$ cat config.mk
export PLATFORM = sky130hd
export DESIGN_NAME = fifo_burst_reader
export DESIGN_NICKNAME = d
export VERILOG_FILES = /design/src/rtl/fifo_burst_reader_pkg.sv /design/src/rtl/fifo_burst_reader_skid_buf.sv /design/src/rtl/fifo_burst_reader.sv
export SDC_FILE = /design/constraint.sdc
export NUM_CORES = 1
export LEC_CHECK = 0
export BUFFER_PORTS_ARGS = -buffer_cell sky130_fd_sc_hd__buf_2
export CAP_MARGIN = 20
export CORE_ASPECT_RATIO = 0.7
export CORE_MARGIN = 8
export CORE_UTILIZATION = 41
export DETAILED_ROUTE_END_ITERATION = 10
export HOLD_SLACK_MARGIN = 0.05
export PLACE_DENSITY = 0.72
export REMOVE_ABC_BUFFERS = 1
export SETUP_SLACK_MARGIN = 0.02
export SLEW_MARGIN = 15
export SYNTH_ARGS = -nofsm -noshare
export SYNTH_HDL_FRONTEND = slang
export SYNTH_SLANG_ARGS = --single-unit
$ cat constraint.sdc
create_clock -name CLOCK -period 4.77 [get_ports CLOCK]
set_clock_uncertainty 0.1 [all_clocks]
set_input_delay 0.477 -clock CLOCK [delete_from_list [all_inputs] [get_ports CLOCK]]
set_output_delay 0.477 -clock CLOCK [all_outputs]
set_load 0.02 [all_outputs]
$ cat src/rtl/fifo_burst_reader_pkg.sv
// Shared types and constants for the FIFO burst reader.
package fifo_rd_pkg;

    localparam int unsigned DATA_W     = 8;
    localparam int unsigned FIFO_DEPTH = 32;
    localparam int unsigned USEDW_W    = 5;
    // Wide enough to hold FIFO_DEPTH itself.
    localparam int unsigned CNT_W      = 6;

    typedef logic [1:0] state_t;

    localparam state_t IDLE  = 2'd0;
    localparam state_t BURST = 2'd1;
    localparam state_t DRAIN = 2'd2;

    // The FIFO's word count wraps to 0 when full; the full flag restores the missing MSB.
    function automatic logic [CNT_W-1:0] eff_occ(input logic                full_n,
                                                 input logic [USEDW_W-1:0] use_dw);
        return full_n ? {1'b0, use_dw} : CNT_W'(FIFO_DEPTH);
    endfunction

endpackage

$ cat src/rtl/fifo_burst_reader_skid_buf.sv
// Two-entry data+last buffer that absorbs the FIFO's registered read latency.
// A byte arriving on din is presented straight to the output when the buffer is
// empty, so it can leave in the same cycle it arrives; otherwise it is stored.
module reader_skid_buf
    import fifo_rd_pkg::*;
(
    input  logic              CLOCK,
    input  logic              RESET_N,
    input  logic              clear_n,
    input  logic              push,
    input  logic [DATA_W-1:0] din,
    input  logic              last_in,
    input  logic              pop,
    output logic [1:0]        count,
    output logic [DATA_W-1:0] dout,
    output logic              last_out,
    output logic              valid
);

    logic [DATA_W-1:0] data0_q, data0_d, data1_q, data1_d;
    logic              last0_q, last0_d, last1_q, last1_d;
    logic [1:0]        count_q, count_d;
    logic              bypass;

    assign bypass   = (count_q == 2'd0) && push;
    assign valid    = (count_q != 2'd0) || push;
    assign dout     = bypass ? din : data0_q;
    assign last_out = bypass ? last_in : last0_q;
    assign count    = count_q;

    // Occupancy follows count + push - pop; entry 0 is always the head.
    always_comb begin
        data0_d = data0_q;
        data1_d = data1_q;
        last0_d = last0_q;
        last1_d = last1_q;
        count_d = count_q;
        unique case (count_q)
            2'd0: begin
                if (push && !pop) begin
                    data0_d = din;
                    last0_d = last_in;
                    count_d = 2'd1;
                end
            end
            2'd1: begin
                if (push && pop) begin
                    data0_d = din;
                    last0_d = last_in;
                end else if (push) begin
                    data1_d = din;
                    last1_d = last_in;
                    count_d = 2'd2;
                end else if (pop) begin
                    count_d = 2'd0;
                end
            end
            2'd2: begin
                if (pop) begin
                    data0_d = data1_q;
                    last0_d = last1_q;
                    if (push) begin
                        data1_d = din;
                        last1_d = last_in;
                    end else begin
                        count_d = 2'd1;
                    end
                end
            end
            default: count_d = 2'd0;
        endcase
    end

    // Buffer storage with async reset and synchronous clear.
    always_ff @(posedge CLOCK or negedge RESET_N) begin
        if (!RESET_N) begin
            data0_q <= '0;
            data1_q <= '0;
            last0_q <= 1'b0;
            last1_q <= 1'b0;
            count_q <= 2'd0;
        end else if (!clear_n) begin
            data0_q <= '0;
            data1_q <= '0;
            last0_q <= 1'b0;
            last1_q <= 1'b0;
            count_q <= 2'd0;
        end else begin
            data0_q <= data0_d;
            data1_q <= data1_d;
            last0_q <= last0_d;
            last1_q <= last1_d;
            count_q <= count_d;
        end
    end

endmodule

$ cat src/rtl/fifo_burst_reader.sv
// Consumer end of the 32x8 FIFO: waits for BURST_LEN bytes, then drains a
// fixed-length burst onto a valid/ready byte stream.
// Optional macro BURST_TIMEOUT_EN: after TIMEOUT idle cycles with a partial
// fill, start a short burst that drains whatever is stored.
module fifo_burst_reader
    import fifo_rd_pkg::*;
#(
    parameter int unsigned BURST_LEN = 8,
    parameter int unsigned TIMEOUT   = 64
) (
    input  logic               CLOCK,
    input  logic               RESET_N,
    input  logic               CLEAR_N,
    input  logic               F_EMPTY_N,
    input  logic               F_FULL_N,
    input  logic [USEDW_W-1:0] USE_DW,
    input  logic [DATA_W-1:0]  FIFO_DATA,
    output logic               READ,
    output logic [DATA_W-1:0]  DOUT,
    output logic               DOUT_VALID,
    input  logic               DOUT_READY,
    output logic               DOUT_LAST,
    output logic               BURST_DONE
);

    localparam logic [CNT_W-1:0] BLEN_FULL = CNT_W'(BURST_LEN);

    if (BURST_LEN < 1 || BURST_LEN > FIFO_DEPTH) begin : g_bad_burst_len
        $error("BURST_LEN must be within 1..FIFO_DEPTH");
    end
    if (TIMEOUT < 1) begin : g_bad_timeout
        $error("TIMEOUT must be at least 1");
    end

    state_t           state_q, state_d;
    logic [CNT_W-1:0] rd_cnt_q, rd_cnt_d;
    logic [CNT_W-1:0] blen_q, blen_d;
    logic             inflight_q;
    logic             last_pend_q;
    logic [CNT_W-1:0] occ;
    logic             read_last;
    logic             pop;
    logic [1:0]       sb_count;
    logic             sb_last;
    logic             start_partial;

    assign occ = eff_occ(F_FULL_N, USE_DW);

    // Issue a read only while the buffer can still take every byte already requested.
    assign READ = (state_q == BURST) && F_EMPTY_N && (rd_cnt_q < blen_q) &&
                  (({1'b0, sb_count} + {2'b00, inflight_q}) < 3'd2);

    assign read_last  = READ && ((rd_cnt_q + CNT_W'(1)) == blen_q);
    assign pop        = DOUT_VALID && DOUT_READY;
    assign DOUT_LAST  = DOUT_VALID && sb_last;
    assign BURST_DONE = (state_q == DRAIN) && (sb_count == 2'd0) && !inflight_q;

`ifdef BURST_TIMEOUT_EN
    localparam int unsigned TMR_W = $clog2(TIMEOUT + 1);

    logic [TMR_W-1:0] timer_q;
    logic             timer_armed;

    assign timer_armed   = (state_q == IDLE) && F_EMPTY_N && (occ < BLEN_FULL) &&
                           (occ != '0);
    assign start_partial = timer_armed && (timer_q == TMR_W'(TIMEOUT - 1));

    // Idle timer: counts qualifying cycles, restarts whenever a condition drops.
    always_ff @(posedge CLOCK or negedge RESET_N) begin
        if (!RESET_N) begin
            timer_q <= '0;
        end else if (!CLEAR_N || !timer_armed) begin
            timer_q <= '0;
        end else begin
            timer_q <= timer_q + TMR_W'(1);
        end
    end
`else
    assign start_partial = 1'b0;
`endif

    // Burst sequencing: IDLE -> BURST -> DRAIN -> IDLE.
    always_comb begin
        state_d  = state_q;
        rd_cnt_d = rd_cnt_q;
        blen_d   = blen_q;
        unique case (state_q)
            IDLE: begin
                if (occ >= BLEN_FULL) begin
                    state_d = BURST;
                    blen_d  = BLEN_FULL;
                end else if (start_partial) begin
                    state_d = BURST;
                    blen_d  = occ;
                end
            end
            BURST: begin
                if (READ) begin
                    rd_cnt_d = rd_cnt_q + CNT_W'(1);
                end
                if (read_last) begin
                    state_d = DRAIN;
                end
            end
            DRAIN: begin
                if (BURST_DONE) begin
                    state_d  = IDLE;
                    rd_cnt_d = '0;
                end
            end
            default: begin
                state_d  = IDLE;
                rd_cnt_d = '0;
            end
        endcase
    end

    // Control state; clear also forgets any read still in flight.
    always_ff @(posedge CLOCK or negedge RESET_N) begin
        if (!RESET_N) begin
            state_q     <= IDLE;
            rd_cnt_q    <= '0;
            blen_q      <= '0;
            inflight_q  <= 1'b0;
            last_pend_q <= 1'b0;
        end else if (!CLEAR_N) begin
            state_q     <= IDLE;
            rd_cnt_q    <= '0;
            blen_q      <= '0;
            inflight_q  <= 1'b0;
            last_pend_q <= 1'b0;
        end else begin
            state_q     <= state_d;
            rd_cnt_q    <= rd_cnt_d;
            blen_q      <= blen_d;
            inflight_q  <= READ;
            last_pend_q <= read_last;
        end
    end

    reader_skid_buf u_skid (
        .CLOCK    (CLOCK),
        .RESET_N  (RESET_N),
        .clear_n  (CLEAR_N),
        .push     (inflight_q),
        .din      (FIFO_DATA),
        .last_in  (last_pend_q),
        .pop      (pop),
        .count    (sb_count),
        .dout     (DOUT),
        .last_out (sb_last),
        .valid    (DOUT_VALID)
    );

endmodule

After elaboration in Yosys (flattened, before gate mapping):

Cells that the tools add are included.

* input bits: 19
* logic and storage cells: 103
* register bits after elaboration: 36
* output and inout bits: 12

* eq/ne operators: 20
* add/sub/neg operators: 2
* mux-type cells: 45
* order comparisons: 3
* reductions and logical operators: 23

Operators with widths (count)
* two-way mux 8 bit: 9
* two-way mux 6 bit: 7
* case mux 8 bit (3 select lines): 1
* two-way mux 2 bit: 11
* inequality test 3 bit, second input constant: 6
* case mux 6 bit (3 select lines): 1
* case mux 8 bit (2 select lines): 1
* case mux 2 bit (3 select lines): 2
* logical AND 1 bit: 11
* two-way mux 1 bit: 11
* inequality test 3 x 2 -> 1 bit, second input constant: 3
* AND reduction 3 bit: 3
* adder 6 x 1 -> 6 bit, second input constant: 1
* == test 6 bit: 1
* greater-or-equal comparator 6 x 4 -> 1 bit, second input constant: 1
* < comparator 6 bit: 1
* AND reduction 5 bit: 1
* == test 2 x 1 -> 1 bit, second input constant: 2
* == test 2 bit, second input constant: 2
* logical NOT 2 bit: 2
* inequality test 2 x 1 -> 1 bit, second input constant: 2
* inequality test 4 x 1 -> 1 bit, second input constant: 1
* inequality test 4 x 3 -> 1 bit, second input constant: 1
* AND reduction 4 bit: 1
* other kinds (10): 11

Longest topological paths before layout:

* depth in word-level cells: 8
* gate-level depth with buffers: 7
* depth with buffers taken out: 6

By module:

From an unflattened synthesis, not the netlist that was laid out.

* cell total of the unflattened synthesis: 173
* area, all modules: 1878.1 um^2

By module, submodules not included
* reader_skid_buf: cells each 113, sequential area each 500.5 um^2, area each 1238.7 um^2, times used 1
* fifo_burst_reader: cells each 60, sequential area each 275.3 um^2, area each 639.4 um^2, times used 1

Worst setup path after synthesis:

Ideal clock, no wire load.

* path kind: register -> register
* from: reg u_skid.count_q[0] (netlist: u_skid.count[0])
* to: reg u_skid.last0_q
* period minus slack after synthesis: 1.981 ns
* library setup time: 0.126 ns
* setup slack: 2.789 ns
* arrival time: 1.755 ns
* data required time: 4.544 ns
* buffers on the path: 1
* cell stages (with the launch flop): 8
* cells stage by stage: dfrtp_1 -> inv_1 -> ha_1 -> or4bb_1 -> o311ai_4 -> buf_8 -> o21ai_2 -> o311a_1

* word-level cells in the longest chain between the ends: 7
* elaborated cells between the ends (all ways): 16
* those cells by class: eq/ne: 6; mux: 2; reduce/logical: 8

RTL lines
* from (decl): line fifo_burst_reader_skid_buf.sv:22 `logic [1:0] count_q, count_d;`
* from (signal assigned): line fifo_burst_reader_skid_buf.sv:93 `count_q <= count_d;`
* nonzero test 2 bit: line fifo_burst_reader_skid_buf.sv:26 `assign valid = (count_q != 2'd0) || push;`
* logical OR 1 bit: line fifo_burst_reader_skid_buf.sv:26
* logical AND 1 bit: line fifo_burst_reader.sv:54 `assign pop = DOUT_VALID && DOUT_READY;`
* logical NOT 1 bit: line fifo_burst_reader_skid_buf.sv:40 `if (push && !pop) begin`
* logical AND 1 bit: line fifo_burst_reader_skid_buf.sv:40
* inequality test 3 x 2 -> 1 bit (no source line)
* AND reduction 4 bit (no source line)
* to (signal assigned): line fifo_burst_reader_skid_buf.sv:91 `last0_q <= last0_d;`
* to (decl): line fifo_burst_reader_skid_buf.sv:21 `logic last0_q, last0_d, last1_q, last1_d;`

Several ways; a longest one is shown, not always the timed one.
A chain may end at the register's enable or synchronous reset.

Final worst setup path:

* from: reg u_skid.count_q[0] (netlist: u_skid.count[0])
* to: reg u_skid.data1_q[5]

* word-level cells in the longest chain between the ends: 6
* elaborated cells between the ends (all ways): 12
* those cells by class: eq/ne: 5; mux: 2; reduce/logical: 5

RTL lines
* nonzero test 2 bit: line fifo_burst_reader_skid_buf.sv:26
* logical OR 1 bit: line fifo_burst_reader_skid_buf.sv:26
* logical AND 1 bit: line fifo_burst_reader.sv:54
* logical AND 1 bit: line fifo_burst_reader_skid_buf.sv:47 `if (push && pop) begin`
* inequality test 3 bit (no source line)
* AND reduction 3 bit (no source line)
* to (signal assigned): line fifo_burst_reader_skid_buf.sv:90 `data1_q <= data1_d;`
* to (decl): line fifo_burst_reader_skid_buf.sv:20 `logic [DATA_W-1:0] data0_q, data0_d, data1_q, data1_d;`

Several ways; a longest one is shown, not always the timed one.

==> impl_metrics.yaml <==
critical_path:
  r2r-start: "u_skid.count[0]$_DFFE_PN0P_"
  crit_end: "u_skid.data1_q[5]$_DFFE_PN0P_"
  r2r-end: "u_skid.data1_q[5]$_DFFE_PN0P_"
  rrSetupSlack_ns: 2.20
  cp-end-kind: "register"
  reg2reg_depth: 6
  crit_chain: "inv_1 > ha_1 > or2_2 > mux2i_1 > a21boi_1 > a22o_1"
  startpoint: "u_skid.count[0]$_DFFE_PN0P_"
  startpoint_type: "register"
  crit_arrival_ns: 2.69
  required_ns: 4.89
  cp_slowest_stage_delay_ns: 0.63
  critPathKind: "reg -> reg"
  worst-path-max-fanout: 13
  cpMaxStageDelayCell: "ha_1"
synthesis:
  synthXorXnorAreaFrac: 0.01498
  synth_ff_type: "dfrtp_1"
  synth_mux_area_frac: 0.1198
  ys_types: 46
  ys_ff_latch: 31
  synth-adder-area-share: 0.04280
  syn_area_mm2: 0.001754
  yosys.area.top_type: "dfrtp_1"
  synth-compound-area-share: 0.2076
  synth_top_area_share: 0.4422
  ys_warn_count: 0
  avgSynthCellArea_um2: 11.17
  synthSimpleGateAreaFrac: 0.1227
  synthArstFlopShare: 1.000
  yosysSeqAreaShare: 0.4422
  synth_edf_count: 0
  synth_top_family_by_area: "compound AO/OA/AOI/OAI gates"
  synth.area.top_cells: "dfrtp_1 44%, mux2i_1 6.8%, o311a_1 5.1%, mux2_2 5.1%, a22o_1 4.5%"
  syn_inst: 157
detailed_routing:
  first_pass_iters: 4
  dr_wl_met3_um: 191
  wl_met2_um: 1572
  first_iter_violations: 33
  drc: 0
  routed_wl_um: 3546
  ant_nets: 0
  viasPerCell: 5.421
  dr.max_layer_used: "met4"
  vias: 1301
  wl_per_cell_um: 14.78
  wl_met1_um: 1700
placement:
  dp_hpwl_um: 2549
  dp_cells: 232
  pre_cts_ws_ns: 2.148
  gp_congestion: 0.7473
  portBuffers: 27
sta:
  slew_viol_final: 0
  hold_viol_final: 0
  relSlewSlack: 0.4892
  worst_slack_ns: 2.196
  hold_slack_ns: 0.1311
  worst_slew_pin_slew_ns: 0.7643
  period_share: 0.5396
  setup_viol: 0
  fin_crit_ns: 2.574
  rsz0062_at_grt: "no"
  fmax_mhz: 388.5
  tns_ns: 0
cts:
  clkLatencyLatePin_ns: 0.28
  cts-root-buf: "clkbuf_8"
  cts_hold_repair.buffers: 0
  cts_resized: 0
  cts_setup_buffers: 0
  clk_transition_reported_paths_ns: 0.06
  htreeDepth: 2
  cts_sinks: 31
  numCtsBuffers: 5
  clock_path_buffers: 2
  cts_tree: "built"
flow_run:
  drv_cap: 0
cells_and_area:
  final-instance-count-excl-fill: 240
  drive_above_1_share: 0.2595
  area_growth_pct: 12.98
  diodes: 0
  fill_cells: 399
  final_nets: 209
power:
  leakagePower_nw: 0.9673
  p_comb_frac: 0.343
  p_per_area_mw_per_mm2: 394.4
  p_sw_w: 0.0002708
  pwr-share-clk: 0.250
  netSwitchingFraction: 0.3465
  p_int_w: 0.0005108
  power_w: 0.0007816
  irDropWorstVdd_uv: 210.1
  seqPwrFrac: 0.407
global_routing:
  grt_pass1_wl_um: 6175
  grt_pass1_vias: 1284
  grt_start_max_net_pins: 32
  antenna_found_initial: 0
  globalRouteTotalUtil: 0.1168
  grt-ovfl-total: 0
floorplan:
  io_pins: 31
  coreArea_mm2: 0.004229
  die_h_um: 70.73
  rows: 20
  start_util: 0.4148
  dieArea_mm2: 0.006661
  die_w_um: 94.18
run_status:
  status: "complete, no violations"
worst_hold_path:
  hold_class: "in -> async"
registers in the layout, summed over array words and instances (netlist names):
register        cells
blen_q              1
inflight_q          1
last_pend_q         1
rd_cnt_q            6
state_q             2
u_skid.count        2
u_skid.data0_q      8
u_skid.data1_q      8
u_skid.last0_q      1
u_skid.last1_q      1
Yosys cell counts, types with 2 or more instances:
| master | instances |
|---|---|
| a21boi_1 | 3 |
| a21oi_1 | 3 |
| a22o_1 | 9 |
| and2_1 | 2 |
| and3_1 | 3 |
| buf_4 | 2 |
| dfrtp_1 | 31 |
| ha_1 | 6 |
| inv_1 | 7 |
| mux2_2 | 8 |
| mux2i_1 | 12 |
| nand2_1 | 7 |
| nand2b_1 | 3 |
| nand3_1 | 3 |
| nor2_1 | 5 |
| o21a_1 | 2 |
| o21ai_0 | 4 |
| o21ai_1 | 10 |
| o311a_1 | 9 |
| xnor2_1 | 2 |
power by group through the flow:
stage               Clock, W  Combinational, W  Sequential (W)
floorplan                  0          0.000200        0.000317
global placement           0          0.000266        0.000321
detailed placement         0          0.000273        0.000322
CTS                 0.000204          0.000274        0.000318
global route        0.000217          0.000294        0.000322
finish              0.000196          0.000268        0.000318
worst max-delay path: cells and delay by family (launching register included):
family | cells | cell delay [ns]
compound gates | 2 | 0.88
fa+ha+maj | 1 | 0.63
buf+inv | 1 | 0.14
flops | 1 | 0.41
mux | 1 | 0.09
simple gates | 1 | 0.27
layer usage:
metal  vias to the layer above  track usage
met4                         0      0.06305
li1                        637            -
met5                         -            0
met3                         7      0.03383
met1                       632       0.1538
met2                        25       0.1669
cells by family after synthesis:
logic type               after synthesis
XOR/XNOR                               3
AO/OA/AOI/OAI                         47
adder cells (fa/ha/maj)                6
AND/OR/NAND/NOR                       35
buffers and inverters                 15
multiplexers                          20
flip-flops                            31
worst min-delay path by stage:
stage / startpoint / to / depth (start not counted)
2_1_floorplan: RESET_N / blen_q[3]$_DFFE_PN0P_ / 0
6_report: RESET_N / u_skid.data0_q[3]$_DFFE_PN0P_ / 1
3_3_place_gp: u_skid.last1_q$_DFFE_PN0P_ / u_skid.last1_q$_DFFE_PN0P_ / 1
5_1_grt: RESET_N / u_skid.data1_q[6]$_DFFE_PN0P_ / 1
4_1_cts: RESET_N / u_skid.data0_q[3]$_DFFE_PN0P_ / 1
3_5_place_dp: u_skid.data1_q[0]$_DFFE_PN0P_ / u_skid.data1_q[0]$_DFFE_PN0P_ / 1
placed cells by master, fill, tap and decap left out, types with 2 or more instances in the layout:
cell       n
ha_1       6
nand2b_1   3
inv_1      7
mux2_2     8
and3_1     3
o21ai_0    4
mux2i_1   12
a22o_1     9
xnor2_1    2
clkbuf_8   5
dfrtp_1   31
o21a_1     2
o311a_1    9
nor2_1     5
a21boi_1   3
nand2_1    7
buf_2     27
o21ai_1   10
and2_1     2
clkbuf_1   2
nand3_1    3
a21oi_1    3
final cells by class:
cell class | count | area (um^2) | share of cell area
repair buffers | 27 | 135.1 | 0.06818
well taps | 55 | 68.82 | 0.03472
multi-input cells | 111 | 890.9 | 0.4495
inverters | 8 | 30.03 | 0.01515
clock inverters | 1 | 5.005 | 0.002525
flip-flops and latches | 31 | 775.7 | 0.3914
clock buffers | 7 | 76.32 | 0.03851
stage by stage:
stage	util	cell area (um^2)
global placement	0.4494	1901
CTS	0.4686	1982
global route	0.4686	1982
detailed placement	0.4494	1901
floorplan	-	1697
finish	0.4686	1982
Power figures use the tool's default switching activity.
